### config.mk
export PLATFORM = sky130hd
export DESIGN_NAME = div_unit_flat
export DESIGN_NICKNAME = d
export VERILOG_FILES = /design/src/rtl/div_unit_if.sv /design/src/rtl/div_unit.sv /design/src/flat_wrapper.sv
export SDC_FILE = /design/constraint.sdc
export NUM_CORES = 1
export LEC_CHECK = 0
export CORE_ASPECT_RATIO = 1.1
export CORE_MARGIN = 3
export CORE_UTILIZATION = 64
export CTS_CLUSTER_DIAMETER = 200
export DETAILED_ROUTE_END_ITERATION = 8
export PLACE_DENSITY_LB_ADDON = 0.1
export SLEW_MARGIN = 20
export SYNTH_ARGS = -nofsm -noshare
export SYNTH_HDL_FRONTEND = slang
export SYNTH_SLANG_ARGS = --single-unit
### constraint.sdc
create_clock -name clk -period 11.6 [get_ports clk]
set_input_delay 1.16 -clock clk [delete_from_list [all_inputs] [get_ports clk]]
set_output_delay 1.16 -clock clk [all_outputs]
set_load 0.02 [all_outputs]
### src/rtl/div_unit_if.sv
// Request/response bundle for the iterative divider.
// Both channels move data on a rising edge where valid and ready are high together.
interface div_unit_if #(
  parameter int XLEN = 32
);
  logic            req_valid;
  logic            req_ready;
  logic [1:0]      req_op;
  logic [XLEN-1:0] req_a;
  logic [XLEN-1:0] req_b;
  logic            resp_valid;
  logic            resp_ready;
  logic [XLEN-1:0] resp_result;

  modport master (
    output req_valid, req_op, req_a, req_b, resp_ready,
    input  req_ready, resp_valid, resp_result
  );

  modport slave (
    input  req_valid, req_op, req_a, req_b, resp_ready,
    output req_ready, resp_valid, resp_result
  );
endinterface

### src/rtl/div_unit.sv
// Radix-2 restoring divider for DIV/DIVU/REM/REMU: one quotient bit per cycle.
// Divide-by-zero and signed overflow bypass the iteration and complete at once.
module div_unit #(
  parameter int XLEN = 32
) (
  input  logic        clk,
  input  logic        rst,
  input  logic        flush,
  div_unit_if.slave   bus,
  output logic [1:0]  state_dbg
);

  typedef enum logic [1:0] {
    IDLE = 2'd0,
    CALC = 2'd1,
    DONE = 2'd2
  } state_t;

  state_t state_q, state_d;

  logic [1:0]      op_q;
  logic            qneg_q, rneg_q;
  logic [5:0]      cnt_q;
  logic [XLEN-1:0] quo_q, div_q, rem_q, result_q;

  logic            is_signed, a_neg, b_neg, div_zero, overflow, accept, last_step;
  logic [XLEN-1:0] a_mag, b_mag, quo_step, rem_step, q_final, r_final;
  logic [XLEN+1:0] trial;

  assign is_signed = ~bus.req_op[0];
  assign a_neg     = is_signed & bus.req_a[XLEN-1];
  assign b_neg     = is_signed & bus.req_b[XLEN-1];
  assign a_mag     = a_neg ? -bus.req_a : bus.req_a;
  assign b_mag     = b_neg ? -bus.req_b : bus.req_b;
  assign div_zero  = (bus.req_b == '0);
  assign overflow  = is_signed && (bus.req_a == {1'b1, {(XLEN-1){1'b0}}}) && (bus.req_b == '1);
  assign accept    = (state_q == IDLE) && bus.req_valid && !flush;
  assign last_step = (state_q == CALC) && (cnt_q == 6'd31);

  // Two extra bits: the shifted partial remainder can reach 2^(XLEN+1)-1.
  assign trial = {1'b0, rem_q, quo_q[XLEN-1]} - {2'b00, div_q};

  always_comb begin
    rem_step = {rem_q[XLEN-2:0], quo_q[XLEN-1]};
    quo_step = {quo_q[XLEN-2:0], 1'b0};
    if (!trial[XLEN+1]) begin
      rem_step = trial[XLEN-1:0];
      quo_step = {quo_q[XLEN-2:0], 1'b1};
    end
  end

  assign q_final = qneg_q ? -quo_step : quo_step;
  assign r_final = rneg_q ? -rem_step : rem_step;

  always_ff @(posedge clk or negedge rst) begin
    if (!rst) begin
      state_q <= IDLE;
    end else begin
      state_q <= state_d;
    end
  end

  // Flush outranks both accept and response consumption.
  always_comb begin
    state_d = state_q;
    if (flush) begin
      state_d = IDLE;
    end else begin
      case (state_q)
        IDLE:    if (bus.req_valid) state_d = (div_zero || overflow) ? DONE : CALC;
        CALC:    if (last_step) state_d = DONE;
        DONE:    if (bus.resp_ready) state_d = IDLE;
        default: state_d = IDLE;
      endcase
    end
  end

  always_ff @(posedge clk or negedge rst) begin
    if (!rst) begin
      op_q     <= '0;
      qneg_q   <= 1'b0;
      rneg_q   <= 1'b0;
      cnt_q    <= '0;
      quo_q    <= '0;
      div_q    <= '0;
      rem_q    <= '0;
      result_q <= '0;
    end else if (accept) begin
      op_q   <= bus.req_op;
      qneg_q <= a_neg ^ b_neg;
      rneg_q <= a_neg;
      cnt_q  <= '0;
      quo_q  <= a_mag;
      div_q  <= b_mag;
      rem_q  <= '0;
      if (div_zero) begin
        result_q <= bus.req_op[1] ? bus.req_a : '1;
      end else if (overflow) begin
        result_q <= bus.req_op[1] ? '0 : bus.req_a;
      end
    end else if (state_q == CALC) begin
      quo_q <= quo_step;
      rem_q <= rem_step;
      cnt_q <= cnt_q + 6'd1;
      if (last_step) begin
        result_q <= op_q[1] ? r_final : q_final;
      end
    end
  end

  // req_ready is gated by rst so it reads low throughout reset.
  assign bus.req_ready   = (state_q == IDLE) && rst;
  assign bus.resp_valid  = (state_q == DONE);
  assign bus.resp_result = (state_q == DONE) ? result_q : '0;
  assign state_dbg       = state_q;

endmodule

### src/flat_wrapper.sv
// flat-port wrapper written by rule: the top's interface ports become plain ports
module div_unit_flat 
#(
  parameter int XLEN = 32
)
  (clk, rst, flush, state_dbg, bus_req_valid, bus_req_op, bus_req_a, bus_req_b, bus_resp_ready, bus_req_ready, bus_resp_valid, bus_resp_result);
  div_unit_if #(.XLEN(XLEN)) bus_i ();
  input  logic clk;
  input  logic rst;
  input  logic flush;
  output logic [1:0] state_dbg;
  input wire logic [$bits(bus_i.req_valid)-1:0] bus_req_valid;
  input wire logic [$bits(bus_i.req_op)-1:0] bus_req_op;
  input wire logic [$bits(bus_i.req_a)-1:0] bus_req_a;
  input wire logic [$bits(bus_i.req_b)-1:0] bus_req_b;
  input wire logic [$bits(bus_i.resp_ready)-1:0] bus_resp_ready;
  output wire logic [$bits(bus_i.req_ready)-1:0] bus_req_ready;
  output wire logic [$bits(bus_i.resp_valid)-1:0] bus_resp_valid;
  output wire logic [$bits(bus_i.resp_result)-1:0] bus_resp_result;
  assign bus_i.req_valid = bus_req_valid;
  assign bus_i.req_op = bus_req_op;
  assign bus_i.req_a = bus_req_a;
  assign bus_i.req_b = bus_req_b;
  assign bus_i.resp_ready = bus_resp_ready;
  assign bus_req_ready = bus_i.req_ready;
  assign bus_resp_valid = bus_i.resp_valid;
  assign bus_resp_result = bus_i.resp_result;
  div_unit #(.XLEN(XLEN)) u_core (.clk(clk), .rst(rst), .flush(flush), .bus(bus_i), .state_dbg(state_dbg));
endmodule
==> summary.txt <==
Run status
  – Status: completed

Floorplanning
  – Initial Util: 66.38%
  – Core area: 17990 µm²
  – Die ar.: 20340 µm²
  – Die X: 136.3 µm
  – Rows: 51
  – I/O pin total: 107
  – Die Height: 149.3 µm

Worst setup path
  – Worst setup EP type: flop
  – Slowest CP cell: o21ai_2
  – CP Data Arrival Time: 5730 ps
  – Slack of the worst reg-to-reg path: 6170 ps
  – CP max stage delay: 500 ps
  – CP Class: flop to flop
  – CP cell instances: ha_1 -> a21o_1 -> a31oi_2 -> a211oi_2 -> o31a_4 -> o21ai_2 -> nand2_1 -> inv_1 -> buf_4 -> mux2i_1 -> ha_1 -> nor3b_1 -> nand2_1 -> or4_1 -> o31ai_2 -> nand2b_2 -> o41ai_2 -> xnor2_1 -> a21oi_1
  – CP required: 11900 ps
  – CP max FO: 38
  – Critical path launch point type: flop

Clock network
  – CTS buffer count: 17
  – TritonCTS clock tree: yes
  – Skew-Pair Late Insertion Delay: 440 ps
  – H-tree levels: 4
  – Worst-path clk slew: 60 ps
  – Post-CTS setup buffer count: 0
  – Post-cts resize count: 0
  – Root Buffer: clkbuf_16
  – CTS Hold Buffers Added: 0
  – Clock Path Buffers: 2
  – Num Clock Sinks: 139

Detailed routing
  – Metal2 WL: 18.04 mm
  – Uppermost layer routed: met4
  – WL/cell: 20.58 µm
  – Drt first pass iters: 7
  – Drc violations: 0
  – Total number of vias: 12.56k
  – Drt total wl: 38.12 mm
  – WL met3: 3.208 mm
  – Vias per cell: 6.782
  – Post-DRT Antenna Nets: 0
  – Detailed-routing wirelength on met1: 15.29 mm
  – DR iter-0 viols: 1370

STA
  – Max-slew violations: 0
  – Tcrit/Tclk final: 46.85%
  – Slew headroom: 19.41%
  – Final setup margin: 6166 ps
  – Max Clock Skew: 13.38 ps
  – Setup violations, final: 0
  – Highest Clock Rate: 184.0 MHz
  – RSZ-0062 raised after global routing: false
  – Worst Tran Pin Value: 1209 ps
  – Min cycle time layout: 5434 ps
  – Setup_tns: 0 ps
  – Final count of hold timing violations: 0

Synth
  – Mapped Area: 11950 µm²
  – Post-synth EDFFs: 0
  – Primary FF master, synth: dfrtp_1
  – Syn nets: 1658
  – Synth top area cells: dfrtp_1 (29%), o21ai_0 (6.1%), xnor2_1 (5.9%)
  – Seq/Total Area, Yosys: 29.12%
  – Post-synth top area cell: dfrtp_1
  – Area share of the leading cell type in the synthesized netlist: 29.12%
  – Mean Syn Cell Area: 7.717 µm²
  – Async SR Flop Fraction: 100.0%
  – Yosys warns: 0
  – Synth unique cells: 83
  – Seq cells post-synth: 139
  – Mapped Cells: 1548

Place
  – Dpl ws: 6208 ps
  – Port bufs: 106
  – Placed wire-length estimate: 27.89 mm
  – GPL Wtd Cong: 1.001

Finish
  – Share of layout cells above drive strength 1: 5.266%
  – Number of diodes: 0
  – Commonest cells after routing, fill and taps aside: nand2_1 (180), o21ai_0 (145), dfrtp_1 (139)
  – Nets: 1711
  – Fill cells: 1444
  – Commonest non-fill, non-tap cell in the layout: nand2_1
  – Area delta synth->final: 14.15%
  – FF+latch area: 3478 µm²
  – Multi-input gate area: 7931 µm²

GRT
  – First-pass GRT wire length: 60.93 mm
  – GR Util All Layers: 37.66%
  – Largest net degree at the start of global routing: 86
  – GRT overflow: 0
  – Initial antenna violation count: 0
  – Vias in the first global route: 11.72k

Power and ir drop
  – Leak Pwr: 0.005523 µW
  – Peak supply drop: 0.2160 mV
  – Pwr per Cell Area: 245.6 nW/µm²
  – Total power draw: 3348 µW

Run
  – Max-cap check violation count: 0

Hold path
  – Hold Path Class: flop to flop
-- path summary, 6_finish.rpt --
kind / cells after the start / start / to
max reg2reg: 19 / u_core.rem_q[3] / u_core.result_q[30]
min: 2 / u_core.div_q[12] / u_core.div_q[12]
max in group asynchronous: 2 / rst / u_core.rem_q[7]
min in group asynchronous: 1 / rst / u_core.div_q[3]
max: 19 / u_core.rem_q[3] / u_core.result_q[30]
min reg2reg: 2 / u_core.div_q[12] / u_core.div_q[12]
-- cells by family after synthesis --
group                    share of synthesized area [%]
multiplexers                                     2.074
flip-flops                                       29.12
buffers and inverters                            4.713
AND/OR/NAND/NOR                                  24.11
XOR/XNOR                                         9.972
AO/OA/AOI/OAI                                    25.78
adder cells (fa/ha/maj)                          4.232
-- synthesized netlist by cell type (19+ instances only) --
| library cell | number |
|---|---|
| o31ai_1 | 28 |
| mux2i_1 | 20 |
| dfrtp_1 | 139 |
| a31oi_1 | 44 |
| a21oi_1 | 107 |
| and2_1 | 41 |
| clkbuf_1 | 63 |
| nand2_1 | 181 |
| xnor2_1 | 81 |
| ha_1 | 38 |
| nor2_1 | 133 |
| xor2_1 | 55 |
| o21ai_0 | 145 |
| inv_1 | 53 |
| nor3_1 | 38 |
| nand3_1 | 61 |
| a21o_1 | 20 |
| nor4_1 | 19 |
| or4_1 | 19 |
-- per-stage QoR --
stage | cells | hold WS (ps) | util, % | cell area [µm²]
finish | 1852 | 478.6 | 75.78 | 13640
global route | 1852 | 496.0 | 75.78 | 13640
CTS | 1852 | 484.3 | 75.73 | 13630
detailed placement | 1820 | 470.9 | 72.59 | 13060
global placement | 1820 | 462.7 | 72.58 | 13060
floorplan | 1548 | 434.9 | - | 11950
-- power breakdown --
part	total [µW]	leakage (µW)	internal (µW)	switching, µW
clock	535	0.000270	287	247
sequential	764	0.00170	601	163
combinational	2050	0.00355	776	1270
-- flip-flops by register name (all words and copies together), names as in the netlist --
register          cells
u_core.qneg_q         1
u_core.rem_q         32
u_core.result_q      32
u_core.op_q           1
u_core.div_q         32
u_core.state_dbg      2
u_core.rneg_q         1
u_core.cnt_q          6
u_core.quo_q         32
-- worst max-delay path, delay by kind of cell, from the launching register on --
family | cells | cell delay, ps
xor gates and xnor gates | 1 | 160
adders and majority gates | 2 | 770
DFF | 1 | 420
AOI/OAI and AO/OA | 8 | 2110
muxes | 1 | 340
and+or+nand+nor | 5 | 1040
buffers and inverters | 2 | 450
-- routing by layer --
layer,global-route usage [%],vias to the layer above
met5,0,-
met4,16.73,0
met3,5.466,150
met2,60.78,717
met1,50.30,5956
li1,-,5737
-- final cells by class --
type | count | share of cell area [%]
multi-input combinational | 1270 | 58.17
inverter | 54 | 1.487
sequential | 139 | 25.51
clock buffer | 18 | 3.221
clock inverter | 14 | 0.9268
timing repair buffer | 119 | 8.506
tap | 238 | 2.184
Power figures use the tool's default switching activity.
==> variant: new RTL, config.mk and constraints unchanged <==
Register the output `state_dbg` once more, without a reset; this adds one clock of latency there. The other outputs are not delayed to match.
--- a/src/rtl/div_unit.sv
+++ b/src/rtl/div_unit.sv
@@ -112,7 +112,9 @@
   assign bus.req_ready   = (state_q == IDLE) && rst;
   assign bus.resp_valid  = (state_q == DONE);
   assign bus.resp_result = (state_q == DONE) ? result_q : '0;
-  assign state_dbg       = state_q;
+  always_ff @(posedge clk) begin
+    state_dbg <= state_q;
+  end
 
 endmodule
 
Check against the original RTL: not equivalent (Yosys sat finds a counterexample within 4 cycles, from zero or initial values and one cycle with rst low).
==> variant against the original RTL <==
  * Synthesized area rose by 0.18%
  * Synthesized cell count is 0.65% higher
  * Clock skew decreased by 2.4 ps
  * Clock power increased by 6.9%
  * Routed wire length grew 1.9%
  * Combinational power about the same
  * Sequential cell count is 2 higher
  * Setup slack worse by 77 ps
  * Power increased by 1.7%
  * Utilization about the same
  * Final area is essentially flat
  * Largest cell class unchanged
==> variant: results (changes against the original RTL) <==
[metrics] status: finished clean
[metrics] destination of the worst register-to-register timing path: u_core.result_q[28]
[metrics] Root Buffer: clkbuf_16
[metrics] post_cts resized: 0 (unchanged)
[metrics] Worst R2R Setup Slack: 6090 ps (-80 ps)
[metrics] kind of path behind the tightest hold check: flip-flop to flip-flop
[metrics] Routed wire per std cell: 20.9 um (+1.7%)
[metrics] Tot GR Track Use: 0.384 (+0.00739)
[metrics] static leakage power: 5.45 nW (-1.2%)
[metrics] vias after detailed routing: 12500 (-0.62%)
[metrics] share of synthesized area occupied by flip-flops and latches: 0.294 (+0.00283)
[metrics] mux share of post-synthesis cell area: 0.0189 (-0.00181)
[metrics] most frequently used cell type in the post-synthesis netlist: nand2_1
[metrics] maximum number of pins on one net before global-route repair: 96 (+12%)
[metrics] list of most frequent post-synthesis cells: nand2_1 (207), o21ai_0 (147), dfrtp_1 (139)
[metrics] final clock skew: 11.0 ps (-2.38 ps)
[metrics] number of search-and-repair iterations in the first detailed-routing pass: 6 (-1)
[metrics] syn nets: 1668 (+0.60%)
[metrics] worst slew slack as a fraction of its limit: 0.288 (+0.0942)
[metrics] initial antenna violation count: 0 (unchanged)
[metrics] Worst Reg-to-Reg Cells: 18 (-1)
[metrics] Hold Path Sink: u_core.result_q[13]
[metrics] CP Max Fanout: 40 (+5.3%)
[metrics] warning count from the yosys run: 0 (unchanged)
[metrics] total CTS buffers: 17 (unchanged)
[metrics] prevailing post-synth register cell: dfrtp_1
[metrics] final HPWL from detailed placement: 28500 um (+2.2%)
[metrics] area of placed instances: 13000 sq um (-0.14%)
[metrics] Async S/R FF share, synth: 0.986 (-0.0142)
[metrics] number of flops mapped to enable cells by yosys: 0 (unchanged)
[metrics] worst path arrival time: 5820 ps (+90 ps)
[metrics] share of the synthesized area in compound gates (AO/OA/AOI/OAI): 0.258 (about the same)
[metrics] worst flop-to-flop path startpoint: u_core.rem_q[6]
[metrics] Hold Path Origin: u_core.result_q[13]
[metrics] IR Drop Worst-Case VDD: 228 uV (+5.4%)
[metrics] Setup Fix Bufs, Post-CTS: 0 (unchanged)
[metrics] Starting DRT DRC Count: 1722 (+26%)
[metrics] Adder-Cell Fraction of Synth Area: 0.0448 (+0.00243)
[metrics] share of layout cells above drive strength 1: 0.0550 (+0.00234)
[metrics] later-pin clock latency in the skew report: 440 ps (about the same)
[metrics] Unique masters post-synth: 88 (+6.0%)
[metrics] leading post-synthesis cells by cell area: dfrtp_1 (29%), nand2_1 (6.5%), o21ai_0 (6.1%)
[metrics] Synth Area in XOR/XNOR: 0.101 (+0.00129)
[metrics] first-pass GRT wire length: 61300 um (+0.66%)
[metrics] worst slack after detailed placement: 5870 ps (-340 ps)
[metrics] global placement routability congestion: 0.968 (-3.3%)
[metrics] Filler Cell Count: 1403 (-2.8%)
variant: worst max path at each step:
stage          slack [ps]                   to             start  depth (start not counted)
2_1_floorplan        7140  u_core.result_q[28]  u_core.rem_q[19]                         20
3_3_place_gp         6110  u_core.result_q[31]      bus_req_b[0]                         14
3_5_place_dp         5870  u_core.result_q[31]      bus_req_b[0]                         14
4_1_cts              6250  u_core.result_q[28]   u_core.rem_q[1]                         19
5_1_grt              5760  u_core.result_q[30]  u_core.rem_q[10]                         18
6_report             6090  u_core.result_q[28]   u_core.rem_q[6]                         18
variant: layout make-up:
type,instances,area share
Sequential cell,141,0.258
Inverter,56,0.0154
Multi-Input combinational cell,1270,0.576
Timing Repair Buffer,119,0.0850
Clock buffer,17,0.0312
Tap cell,238,0.0218
Clock inverter,15,0.0125
variant: metal layers:
layer / share of wire / vias to the layer above / global-route usage / wire [um]
met3: 0.11 / 121 / 0.0760 / 4400
met5: 0 / - / 0 / 0
met2: 0.44 / 809 / 0.585 / 17100
met4: 0.039 / 0 / 0.141 / 1500
met1: 0.41 / 5815 / 0.544 / 15900
li1: - / 5737 / - / -
variant: worst max-delay path, cell delays in order (launching register included):
cell and delay [ps]:
dfrtp_1 470, ha_1 410, nand2_1 140, nor2_1 360
o211ai_1 240, a21oi_2 440, or2_2 440, buf_4 490
nand2_1 100, o21ai_0 190, ha_1 280, inv_1 80
nor3_1 290, a41oi_1 300, a21oi_2 360, nand4_1 180
o41ai_2 340, xnor2_1 160, o22ai_1 100
variant: stage by stage:
stage	utilization	power [mW]	cells	hold WS [ps]
final	0.758	3.41	1856	473
after CTS	0.758	3.34	1856	473
after floorplan	-	2.23	1558	413
after detailed placement	0.725	2.76	1824	454
after global placement	0.725	2.72	1824	456
after global routing	0.758	3.62	1856	508
variant: cell families (layout without fill, tap and decap cells):
logic type	Yosys count	in the layout
AO/OA/AOI/OAI	487	487
XOR/XNOR	138	138
adder cells (fa/ha/maj)	43	43
buffers and inverters	147	207
flip-flops	141	141
multiplexers	22	22
AND/OR/NAND/NOR	580	580
variant: power breakdown:
group | switching (mW) | total, mW | internal (mW)
Sequential | 0.171 | 0.781 | 0.610
Combinational | 1.31 | 2.05 | 0.743
Clock | 0.265 | 0.572 | 0.308
